`src/rtl/branch_predict_tracker.sv`:
```
// In-order tracker of branch predictions between fetch and execute.
// Emits branch-cache training strobes and mispredict redirects on resolution.
module branch_predict_tracker #(
  parameter int DEPTH   = 8,
  parameter int DEPTH_N = 3
) (
  input  logic               iCLOCK,
  input  logic               inRESET,
  input  logic               iFLUSH,
  input  logic               iPUSH_STB,
  input  logic [31:0]        iPUSH_INST_ADDR,
  input  logic               iPUSH_HIT,
  input  logic               iPUSH_PREDICT_BRANCH,
  input  logic [31:0]        iPUSH_PREDICT_ADDR,
  output logic               oPUSH_FULL,
  input  logic               iRESOLVE_STB,
  input  logic               iRESOLVE_TAKEN,
  input  logic [31:0]        iRESOLVE_ADDR,
  output logic               oRESOLVE_ERR,
  output logic               oJUMP_STB,
  output logic               oJUMP_HIT,
  output logic [31:0]        oJUMP_ADDR,
  output logic [31:0]        oJUMP_INST_ADDR,
  output logic               oMISPREDICT,
  output logic [31:0]        oREDIRECT_ADDR,
  output logic               oEMPTY,
  output logic [DEPTH_N:0]   oCOUNT
);

  localparam logic [DEPTH_N:0] LP_FULL_CNT = (DEPTH_N+1)'(DEPTH);

  logic [31:0]        r_inst_addr [DEPTH];
  logic [31:0]        r_pred_addr [DEPTH];
  logic               r_hit       [DEPTH];
  logic               r_pred      [DEPTH];

  logic [DEPTH_N-1:0] r_wptr;
  logic [DEPTH_N-1:0] r_rptr;
  logic [DEPTH_N:0]   r_count;
  logic               r_empty;
  logic               r_full;

  logic               r_jump_stb;
  logic               r_jump_hit;
  logic [31:0]        r_jump_addr;
  logic [31:0]        r_jump_inst_addr;
  logic               r_mispredict;
  logic [31:0]        r_redirect_addr;
  logic               r_resolve_err;

  logic [31:0]        w_head_inst;
  logic [31:0]        w_head_pred_addr;
  logic               w_head_hit;
  logic               w_head_pred;
  logic               w_eff_pred;
  logic               w_mispredict;
  logic               w_resolve;
  logic               w_redirect;
  logic               w_push;
  logic [DEPTH_N-1:0] w_wptr_n;
  logic [DEPTH_N-1:0] w_rptr_n;
  logic [DEPTH_N:0]   w_count_n;

  assign w_head_inst      = r_inst_addr[r_rptr];
  assign w_head_pred_addr = r_pred_addr[r_rptr];
  assign w_head_hit       = r_hit[r_rptr];
  assign w_head_pred      = r_pred[r_rptr];

  assign w_eff_pred   = w_head_hit && w_head_pred;
  assign w_mispredict = (w_eff_pred != iRESOLVE_TAKEN) ||
                        (w_eff_pred && iRESOLVE_TAKEN && (w_head_pred_addr != iRESOLVE_ADDR));

  // Full/empty use the pre-edge state, so a pop never frees room for a same-cycle push.
  assign w_resolve  = !iFLUSH && iRESOLVE_STB && !r_empty;
  assign w_redirect = w_resolve && w_mispredict;
  assign w_push     = !iFLUSH && iPUSH_STB && !r_full && !w_redirect;

  always_comb begin
    w_wptr_n  = r_wptr;
    w_rptr_n  = r_rptr;
    w_count_n = r_count;
    if (iFLUSH) begin
      w_wptr_n  = '0;
      w_rptr_n  = '0;
      w_count_n = '0;
    end else begin
      if (w_resolve) begin
        w_rptr_n = r_rptr + 1'b1;
      end
      if (w_redirect) begin
        // Everything younger than the resolved branch is wrong-path.
        w_wptr_n  = r_rptr + 1'b1;
        w_count_n = '0;
      end else begin
        if (w_push) begin
          w_wptr_n = r_wptr + 1'b1;
        end
        case ({w_push, w_resolve})
          2'b10:   w_count_n = r_count + 1'b1;
          2'b01:   w_count_n = r_count - 1'b1;
          default: w_count_n = r_count;
        endcase
      end
    end
  end

  always_ff @(posedge iCLOCK) begin
    if (w_push) begin
      r_inst_addr[r_wptr] <= iPUSH_INST_ADDR;
      r_pred_addr[r_wptr] <= iPUSH_PREDICT_ADDR;
      r_hit[r_wptr]       <= iPUSH_HIT;
      r_pred[r_wptr]      <= iPUSH_PREDICT_BRANCH;
    end
  end

  always_ff @(posedge iCLOCK or negedge inRESET) begin
    if (!inRESET) begin
      r_wptr  <= '0;
      r_rptr  <= '0;
      r_count <= '0;
      r_empty <= 1'b1;
      r_full  <= 1'b0;
    end else begin
      r_wptr  <= w_wptr_n;
      r_rptr  <= w_rptr_n;
      r_count <= w_count_n;
      r_empty <= (w_count_n == '0);
      r_full  <= (w_count_n == LP_FULL_CNT);
    end
  end

  always_ff @(posedge iCLOCK or negedge inRESET) begin
    if (!inRESET) begin
      r_jump_stb       <= 1'b0;
      r_jump_hit       <= 1'b0;
      r_jump_addr      <= '0;
      r_jump_inst_addr <= '0;
      r_mispredict     <= 1'b0;
      r_redirect_addr  <= '0;
      r_resolve_err    <= 1'b0;
    end else begin
      r_jump_stb    <= w_resolve && (iRESOLVE_TAKEN || w_head_hit);
      r_jump_hit    <= w_resolve && !iRESOLVE_TAKEN;
      r_mispredict  <= w_redirect;
      r_resolve_err <= !iFLUSH && iRESOLVE_STB && r_empty;
      if (w_resolve) begin
        r_jump_addr      <= iRESOLVE_TAKEN ? iRESOLVE_ADDR : w_head_pred_addr;
        r_jump_inst_addr <= w_head_inst;
      end
      if (w_redirect) begin
        r_redirect_addr <= iRESOLVE_TAKEN ? iRESOLVE_ADDR : (w_head_inst + 32'd4);
      end
    end
  end

  assign oPUSH_FULL      = r_full;
  assign oEMPTY          = r_empty;
  assign oCOUNT          = r_count;
  assign oJUMP_STB       = r_jump_stb;
  assign oJUMP_HIT       = r_jump_hit;
  assign oJUMP_ADDR      = r_jump_addr;
  assign oJUMP_INST_ADDR = r_jump_inst_addr;
  assign oMISPREDICT     = r_mispredict;
  assign oREDIRECT_ADDR  = r_redirect_addr;
  assign oRESOLVE_ERR    = r_resolve_err;

endmodule

```
`config.mk`:
```
export PLATFORM = sky130hd
export DESIGN_NAME = branch_predict_tracker
export DESIGN_NICKNAME = d
export VERILOG_FILES = /design/src/rtl/branch_predict_tracker.sv
export SDC_FILE = /design/constraint.sdc
export NUM_CORES = 1
export LEC_CHECK = 0
export CAP_MARGIN = 20
export CORE_ASPECT_RATIO = 0.7
export CORE_MARGIN = 1.5
export CORE_UTILIZATION = 45
export DETAILED_ROUTE_END_ITERATION = 8
export GPL_TIMING_DRIVEN = 0
export SYNTH_ARGS = -nofsm -noshare
export SYNTH_HDL_FRONTEND = slang
export SYNTH_SLANG_ARGS = --single-unit
```
`constraint.sdc`:
```
create_clock -name iCLOCK -period 13.4 [get_ports iCLOCK]
set_clock_uncertainty 0.05 [all_clocks]
set_input_delay 3.35 -clock iCLOCK [delete_from_list [all_inputs] [get_ports iCLOCK]]
set_output_delay 3.35 -clock iCLOCK [all_outputs]
set_load 0.1 [all_outputs]
```
==> results of run 1 <==
-- per-stage QoR --
| stage | setup TNS, ns | cell area [µm²] | cells | hold WS, ns |
|---|---|---|---|---|
| after floorplan | 0 | 26000 | 1491 | 0.515 |
| after global placement | -2651.93 | 29100 | 2450 | 0.418 |
| after detailed placement | 0 | 29900 | 2536 | 0.426 |
| after CTS | 0 | 31900 | 2644 | 0.439 |
| after global routing | 0 | 31900 | 2644 | 0.467 |
| final | 0 | 31900 | 2646 | 0.434 |
-- flip-flops by register name, indices dropped and copies added (netlist names), 3 cells and up --
| register | flops |
|---|---|
| r_hit | 8 |
| r_rptr | 3 |
| oREDIRECT_ADDR | 32 |
| r_pred_addr | 256 |
| r_pred | 8 |
| r_inst_addr | 256 |
| r_wptr | 3 |
| oJUMP_ADDR | 32 |
| oJUMP_INST_ADDR | 32 |
| oCOUNT | 4 |
-- synth_stat cells, types with 2 or more instances --
master	n
a31oi_1	3
buf_4	11
o21a_1	20
buf_1	6
and2_1	4
or4_1	5
a22o_1	6
ha_1	7
and3_1	5
o311ai_0	5
clkbuf_1	33
nand3_1	16
dfrtp_1	111
a21boi_0	4
or3_1	7
a22oi_1	26
edfxtp_1	528
nand2b_1	8
o21ai_0	88
or2_2	2
mux2_4	34
nand4b_1	2
nand3b_1	6
xor2_1	32
a31o_2	2
nor2_1	35
o211ai_1	17
nor4_1	7
a311o_1	4
nand2_1	127
mux4_2	94
nor2b_1	5
buf_2	18
nand4_1	11
a21oi_1	8
nor3b_1	2
xnor2_1	23
a211oi_1	2
inv_1	5
nor3_1	13
buf_6	12
mux2i_1	107
a221oi_1	5
-- final timing paths --
kind	startpoint	to	slack, ns
worst max register to register	r_rptr[2]	r_pred_addr[0][27]	5.34
max in group asynchronous	inRESET	oJUMP_ADDR[5]	9.95
min in group asynchronous	inRESET	oJUMP_INST_ADDR[29]	2.58
worst min-delay path	oJUMP_INST_ADDR[17]	oJUMP_INST_ADDR[17]	0.43
worst max-delay path	r_rptr[2]	r_pred_addr[0][27]	5.34
worst min register to register	oJUMP_INST_ADDR[17]	oJUMP_INST_ADDR[17]	0.43
-- kinds of logic after synthesis --
group | synth area share
DFF | 0.717
and+or+nand+nor | 0.0488
muxes | 0.143
AOI/OAI and AO/OA | 0.0506
buffers and inverters | 0.0192
xor gates and xnor gates | 0.0185
adders and majority gates | 0.00336
-- routing by layer --
layer	global-route usage	part of all wire
met1	0.389	0.45
met2	0.373	0.43
met3	0.0639	0.096
met4	0.0525	0.017
met5	0	0.00058
-- power by group through the flow --
stage               Clock (mW)  Combinational (mW)  Sequential (mW)
finish                    1.68                1.90             2.51
global route              1.78                1.96             2.52
CTS                       1.71                1.91             2.51
detailed placement           0                1.90             2.55
global placement             0                1.88             2.56
floorplan                    0               0.344             3.51
-- layout make-up --
class / count / area, µm² / area share
Clock buffer: 77 / 1610 / 0.0504
Tap cell: 750 / 938 / 0.0295
Inverter: 7 / 26.3 / 0.000825
Buffer: 82 / 474 / 0.0149
Multi-Input combinational cell: 762 / 6930 / 0.217
Timing Repair Buffer: 295 / 2920 / 0.0917
Sequential cell: 640 / 18700 / 0.586
Clock inverter: 31 / 302 / 0.00947
Antenna cell: 2 / 5.00 / 0.000157
-- worst reg2reg max path, cell delays in order (launching register included) --
cell,delay [ns]
dfrtp_1,0.43
inv_2,0.33
buf_1,0.75
clkbuf_1,0.70
clkbuf_1,0.93
buf_1,0.91
mux2i_1,0.29
a21oi_1,0.34
ha_1,0.35
nor4_4,0.36
a41oi_4,0.27
buf_6,0.25
nor4_2,0.74
buf_4,0.31
buf_4,0.21
buf_4,0.20
buf_4,0.18
buf_4,0.18
==> impl_metrics.yaml, run 1 <==
outcome:
  status: "complete, no violations"
floorplan:
  die_w_um: 291
  rows: 73
  initial_core_util: 0.457
  core_um2: 57000
  fp.dieArea_um2: 59300
  dieHeight_um: 204
  ios: 210
final_layout:
  final_cell_mix: "edfxtp_1, clkdlybuf4s50_1, nand2_1"
  num-fill-cells: 4453
  final_common_cell: "edfxtp_1"
  syn2layout_area_growth_pct: 22.3
  drive_gt1_frac: 0.190
  fin_nets: 1958
  fin_util: 0.559
worst_setup_path:
  critPathCaptureType: "flop"
  startpoint_type: "flop"
  path_cells: "inv_2 -> buf_1 -> clkbuf_1 -> clkbuf_1 -> buf_1 -> mux2i_1 -> a21oi_1 -> ha_1 -> nor4_4 -> a41oi_4 -> buf_6 -> nor4_2 -> buf_4 -> buf_4 -> buf_4 -> buf_4 -> buf_4"
  cp_top_family: "buffers and inverters"
  cp_slowest_stage_delay_ns: 0.93
  slowest_stage: "clkbuf_1"
  cp.required_ns: 13.68
  path_class: "reg -> reg"
  reg2reg_depth: 17
  critical_path_peak_fanout: 10
  path_depth: 17
  worst-path-buf-inv: 11
  cp.arrival_ns: 8.34
  cp_common_cell: "buf_4"
clock_tree:
  cts_root_buf: "clkbuf_16"
  cts-hold-fix-buffers: 0
  numCtsBuffers: 59
  cts_setup_buffers: 0
  numClockSinks: 640
  ctsResizeCount: 0
  cts_max_path_buffers: 3
  clock_latency_ns: 0.62
  htree_levels: 2
  tritoncts: "yes"
  clkSlewWorstSetupHoldPaths_ns: 0.06
power_and_ir_drop:
  intPower_mw: 3.77
  switching_share: 0.382
  power_mw: 6.09
  power_density_nw_per_um2: 191
  pwr-share-comb: 0.312
  p_leak_nw: 11.0
  vdd_drop_max_uv: 191
  pwr-share-clk: 0.276
  p_seq_frac: 0.412
  switching_power_mw: 2.33
global_routing:
  grt.total_usage: 0.255
  grt_pass1_wl_um: 108000
  antenna_found_initial: 5
  grt_max_degree: 75
  grt-ovfl-total: 0
  grt_pass1_vias: 14933
timing:
  setup_viol: 0
  finalMaxSlewViolations: 0
  fin_ws_ns: 5.34
  hold_viol: 0
  fin_crit_sh: 0.602
  fmax_mhz: 124
  rsz0062_at_grt: "no"
  period_needed_ns: 8.06
  worstMarginPinSlew_ns: 1.17
  relSlewSlack: 0.223
synth:
  synth_area_um2: 26000
  yosys.area.top_type: "edfxtp_1"
  async_reset_ff_frac: 0.175
  ys_ff_latch: 640
  synthFlopType: "edfxtp_1"
  synth_edf_count: 528
  netlist_instances: 1491
  synth.distinct_cells: 68
  ys_seq_area_frac: 0.717
  avgSynthCellArea_um2: 17.5
  synth.top_cell.area_share: 0.609
  syn-num-nets: 1602
  synth_area_leaders: "edfxtp_1, dfrtp_1, mux4_2"
  yosysWarningCount: 0
hold_path:
  whs_path_depth: 2
  worstHoldPathType: "reg -> reg"
placement:
  place_ws_ns: 5.41
  place_congestion: 0.888
  numPortBuffers: 209
  hpwl_um: 55600
drt:
  num_vias: 15384
  drtIter0Drc: 1604
  wl_per_cell_um: 28.4
  routed_wl_um: 75200
  routed_via_density: 5.81
  ant_nets: 0
  first_pass_iters: 5
  drc_errors: 0
job:
  maxCapViolCount: 0
Note: power is estimated with default switching activity, not from simulation.
==> run 2, diff against run 1 <==
==> constraint.sdc (replaced) <==
create_clock -name iCLOCK -period 8.2 [get_ports iCLOCK]
set_clock_uncertainty 0.05 [all_clocks]
set_input_delay 2.05 -clock iCLOCK [delete_from_list [all_inputs] [get_ports iCLOCK]]
set_output_delay 2.05 -clock iCLOCK [all_outputs]
set_load 0.1 [all_outputs]
==> run 2 against run 1 <==
Die area did not move; first-iteration DRC count rose by 7.0%; cell count fell by 0.64%; sequential share of layout area fell by 0.21 points; global-route usage barely moved; via count barely moved; sequential power rose by 63%; utilization rose by 0.20 points; clock power rose by 63%; worst hold slack got worse by 0.0065 ns; critical endpoint is now r_pred_addr[2][28]; largest cell class unchanged.
==> impl_metrics.yaml, run 2 (synthesis gave the netlist of run 1 again) <==
outcome:
  status: "complete, no violations"
final_layout:
  fin_nets: 1941
  finalInstanceArea_um2: 32000
  final_cell_mix: "edfxtp_1, clkdlybuf4s50_1, nand2_1"
  final-seq-area_um2: 18700
  final-instance-count-excl-fill: 2629
  num-fill-cells: 4510
  top_regs: "r_inst_addr (256), r_pred_addr (256)"
  syn2layout_area_growth_pct: 22.8
  multiInputGateArea_um2: 6950
  final_common_cell: "edfxtp_1"
  drive_gt1_frac: 0.185
worst_setup_path:
  cp.arrival_ns: 7.91
  startpoint_type: "flop"
  cp.required_ns: 8.47
  critical_path_peak_fanout: 18
  critPathCaptureType: "flop"
  path_class: "reg -> reg"
placement:
  dpl_cell_area_um2: 30000
  hpwl_um: 55400
  place_congestion: 0.889
  numPortBuffers: 209
  place_inst: 2520
floorplan:
  core_um2: 57000
  rows: 73
  initial_core_util: 0.457
  dieHeight_um: 204
  die_w_um: 291
  fp.dieArea_um2: 59300
  ios: 210
timing:
  worstMarginPinSlew_ns: 1.21
  period_needed_ns: 7.63
  rsz0062_at_grt: "no"
  setup_viol: 0
  hold_viol: 0
  fin_crit_sh: 0.931
  relSlewSlack: 0.191
  finalMaxSlewViolations: 0
  fmax_mhz: 131
  setup-tns-final_ns: 0
drt:
  routed_wl_um: 75200
  first_pass_iters: 5
  drc_errors: 0
  routed_via_density: 5.85
  ant_nets: 0
  wl_per_cell_um: 28.6
  num_vias: 15375
  drtIter0Drc: 1717
clock_tree:
  tritoncts: "yes"
  htree_levels: 2
  clock_latency_ns: 0.62
  cts_setup_buffers: 0
  cts_root_buf: "clkbuf_16"
  numCtsBuffers: 59
  cts_max_path_buffers: 3
  clkSlewWorstSetupHoldPaths_ns: 0.06
  cts-hold-fix-buffers: 0
  numClockSinks: 640
power_and_ir_drop:
  p_leak_nw: 11.0
  vdd_drop_max_uv: 369
  power_mw: 9.96
  power_density_nw_per_um2: 312
global_routing:
  grt-ovfl-total: 0
  grt_pass1_wl_um: 107000
  antenna_found_initial: 7
  grt_max_degree: 94
  grt.total_usage: 0.255
  grt_pass1_vias: 14869
job:
  maxCapViolCount: 0
hold_path:
  worstHoldPathType: "reg -> reg"
run 2: cell types whose count changed in the layout (fill, tap and decap cells not counted), sizes merged, moves of 3 or more:
| cell | previous run | this run |
|---|---|---|
| clkbuf | 111 | 118 |
| clkinvlp | 1 | 4 |
| clkinv | 23 | 16 |
| buf | 135 | 117 |
run 2: worst paths after layout:
kind                                     startpoint                   to  slack [ns]  cells after the start
worst min register to register  oJUMP_INST_ADDR[18]  oJUMP_INST_ADDR[18]        0.43                      2
min in group asynchronous                   inRESET            oJUMP_STB        1.21                      1
worst min-delay path            oJUMP_INST_ADDR[18]  oJUMP_INST_ADDR[18]        0.43                      2
worst max register to register            r_rptr[2]   r_pred_addr[2][28]        0.57                     16
worst max-delay path                      r_rptr[2]   r_pred_addr[2][28]        0.57                     16
max in group asynchronous                   inRESET   oREDIRECT_ADDR[11]        6.09                      2
run 2: layer usage:
| layer | vias up | wire length [µm] | track usage |
|---|---|---|---|
| li1 | 6561 | - | - |
| met1 | 8005 | 33700 | 0.385 |
| met2 | 711 | 32200 | 0.366 |
| met3 | 90 | 7860 | 0.0730 |
| met4 | 8 | 1460 | 0.0611 |
| met5 | - | 50 | 0 |
run 2: timing repair:
item                                    in CTS  in global routing
endpoints found under the setup margin       0                 27
resized for setup                            0                  3
hold endpoints to repair                     0                  0
run 2: area by class of cell:
| cell class | count | share of cell area |
|---|---|---|
| inverters | 7 | 0.000822 |
| repair buffers | 279 | 0.0936 |
| clock inverters | 23 | 0.00685 |
| well taps | 750 | 0.0294 |
| plain buffers | 81 | 0.0151 |
| clock buffers | 85 | 0.0531 |
| flip-flops and latches | 640 | 0.584 |
| diodes | 2 | 0.000157 |
| multi-input cells | 762 | 0.217 |
run 2: per-stage QoR:
stage / setup WS (ns) / utilization / hold slack (ns)
after CTS: 0.00155 / 0.561 / 0.434
after detailed placement: 0.0620 / 0.527 / 0.421
after global placement: -12.00 / 0.510 / 0.419
final: 0.568 / 0.561 / 0.427
after floorplan: -2.53 / - / 0.515
after global routing: 0.355 / 0.561 / 0.462
run 2: report_power, final:
part | internal, mW | switching, mW | total [mW]
Clock | 1.56 | 1.19 | 2.74
Combinational | 0.786 | 2.33 | 3.11
Sequential | 3.81 | 0.292 | 4.10
Total | 6.15 | 3.81 | 9.96
run 2: critical path, stage by stage (launching register included):
cell and delay [ns]:
dfrtp_1 0.44, inv_2 0.59, clkbuf_1 0.66, clkdlybuf4s15_1 0.88, clkdlybuf4s15_1 0.88, mux2i_1 0.28, a21oi_1 0.35, ha_1 0.34
nor4_4 0.37, a41oi_4 0.24, buf_6 0.23, nor4_2 0.87, buf_4 0.34, buf_4 0.21, buf_4 0.20, buf_4 0.20
buf_6 0.16
==> run 3, diff against run 2 <==
==> constraint.sdc (replaced) <==
create_clock -name iCLOCK -period 7.4 [get_ports iCLOCK]
set_clock_uncertainty 0.05 [all_clocks]
set_input_delay 1.85 -clock iCLOCK [delete_from_list [all_inputs] [get_ports iCLOCK]]
set_output_delay 1.85 -clock iCLOCK [all_outputs]
set_load 0.1 [all_outputs]
==> run 3 against run 2 <==
Total power up 11%; first-iteration DRC count up 2.2%; global-route usage down 0.12 points; sequential power up 11%; non-clock buffer count down 4; critical path type unchanged; worst hold slack better by 0.00096 ns; via count down 0.85%; cell count about the same; clock-buffer cell count down 5.
==> impl_metrics.yaml, run 3 (synthesis gave the netlist of run 1 again) <==
drt:
  drc_errors: 0
  ant_nets: 0
  wl_per_cell_um: 28.5
  routed_via_density: 5.80
  drtIter0Drc: 1755
  num_vias: 15245
  first_pass_iters: 5
  routed_wl_um: 75000
worst_setup_path:
  startpoint_type: "flop"
  cp.required_ns: 7.86
  cp.arrival_ns: 7.22
  critical_path_peak_fanout: 10
  path_class: "reg -> reg"
  critPathCaptureType: "flop"
floorplan:
  core_um2: 57000
  dieHeight_um: 204
  ios: 210
  rows: 73
  fp.dieArea_um2: 59300
  die_w_um: 291
  initial_core_util: 0.457
hold_path:
  worstHoldPathType: "reg -> reg"
placement:
  place_congestion: 0.895
  numPortBuffers: 209
  place_ws_ns: -0.252
  hpwl_um: 55200
  place_inst: 2516
clock_tree:
  numCtsBuffers: 60
  clkSlewWorstSetupHoldPaths_ns: 0.07
  cts_root_buf: "clkbuf_16"
  tritoncts: "yes"
  clock_latency_ns: 0.63
  cts_setup_buffers: 0
  htree_levels: 2
  numClockSinks: 640
  cts_max_path_buffers: 3
timing:
  fmax_mhz: 148
  setup_viol: 0
  fin_crit_sh: 0.913
  fin_ws_ns: 0.644
  hold_viol: 0
  period_needed_ns: 6.76
  worstMarginPinSlew_ns: 1.19
  rsz0062_at_grt: "no"
  relSlewSlack: 0.206
  finalMaxSlewViolations: 0
job:
  maxCapViolCount: 0
global_routing:
  antenna_found_initial: 6
  grt_pass1_vias: 14946
  grt_pass1_wl_um: 107000
  grt-ovfl-total: 0
  grt.total_usage: 0.254
  grt_max_degree: 86
power_and_ir_drop:
  p_leak_nw: 10.9
  power_mw: 11.1
  vdd_drop_max_uv: 504
  power_density_nw_per_um2: 347
final_layout:
  final-instance-count-excl-fill: 2630
  final_common_cell: "edfxtp_1"
  top_regs: "r_inst_addr (256), r_pred_addr (256)"
  num-fill-cells: 4522
  fin_util: 0.560
  syn2layout_area_growth_pct: 22.5
  drive_gt1_frac: 0.183
  final_cell_mix: "edfxtp_1, clkdlybuf4s50_1, nand2_1"
  fin_nets: 1938
outcome:
  status: "complete, no violations"
run 3: cell type report:
cell class / count / area [µm²] / share of cell area
flip-flops and latches: 640 / 18700 / 0.585
multi-input cells: 762 / 6960 / 0.218
repair buffers: 275 / 2910 / 0.0911
clock buffers: 80 / 1650 / 0.0517
well taps: 750 / 938 / 0.0294
plain buffers: 81 / 472 / 0.0148
clock inverters: 32 / 278 / 0.00871
inverters: 7 / 26.3 / 0.000824
diodes: 3 / 7.51 / 0.000235
run 3: repair_timing:
action                                  in CTS  in global routing
endpoints found under the setup margin      92                  3
gates resized for setup                      2                  0
hold buffers                                 0                  0
pin swaps                                    0                  0
run 3: report_power, final:
group / internal [mW] / switching, mW / total (mW)
registers: 4.22 / 0.315 / 4.54
clock network: 1.73 / 1.33 / 3.06
logic: 0.874 / 2.59 / 3.46
run 3: path summary, 6_finish.rpt:
| path | startpoint | end | slack (ns) | cells past startpoint |
|---|---|---|---|---|
| worst max-delay path | r_rptr[1] | oPUSH_FULL | 0.64 | 25 |
| worst min-delay path | oJUMP_INST_ADDR[16] | oJUMP_INST_ADDR[16] | 0.43 | 2 |
| worst max register to register | r_rptr[1] | oPUSH_FULL | 0.64 | 25 |
| worst min register to register | oJUMP_INST_ADDR[16] | oJUMP_INST_ADDR[16] | 0.43 | 2 |
| max in group asynchronous | inRESET | oJUMP_ADDR[3] | 5.47 | 2 |
| min in group asynchronous | inRESET | oJUMP_INST_ADDR[29] | 1.07 | 1 |
run 3: worst max-delay path, stage by stage, from the launching register on:
cell      delay, ns
dfrtp_1        0.36
buf_4          0.23
buf_4          0.26
buf_4          0.29
buf_4          0.27
buf_4          0.26
buf_2          0.38
buf_2          0.35
buf_2          0.34
mux4_2         0.38
mux2i_1        0.24
a21oi_1        0.14
ha_1           0.35
nor4_4         0.36
a41oi_4        0.25
or3_1          0.44
ha_1           0.19
clkbuf_1       0.17
xor2_1         0.19
ha_1           0.19
a21oi_1        0.14
xor2_1         0.16
nor2_1         0.06
xnor2_1        0.26
nand2_1        0.10
nor4_1         0.17
run 3: stage by stage:
step / hold WS, ns / setup TNS (ns) / instance area, µm²
floorplan: 0.515 / -391.61 / 26100
global placement: 0.419 / -3289.15 / 29100
detailed placement: 0.421 / -3.35 / 30000
CTS: 0.435 / 0 / 31900
global route: 0.447 / 0 / 31900
finish: 0.428 / 0 / 31900
run 3: per-layer routing:
| layer | wire [µm] | part of all wire | vias to the layer above | GRT usage |
|---|---|---|---|---|
| met1 | 34600 | 0.46 | 7926 | 0.394 |
| met2 | 32400 | 0.43 | 694 | 0.366 |
| met4 | 1200 | 0.016 | 6 | 0.0546 |
| li1 | - | - | 6539 | - |
| met5 | 36 | 0.00048 | - | 0 |
| met3 | 6820 | 0.091 | 80 | 0.0577 |
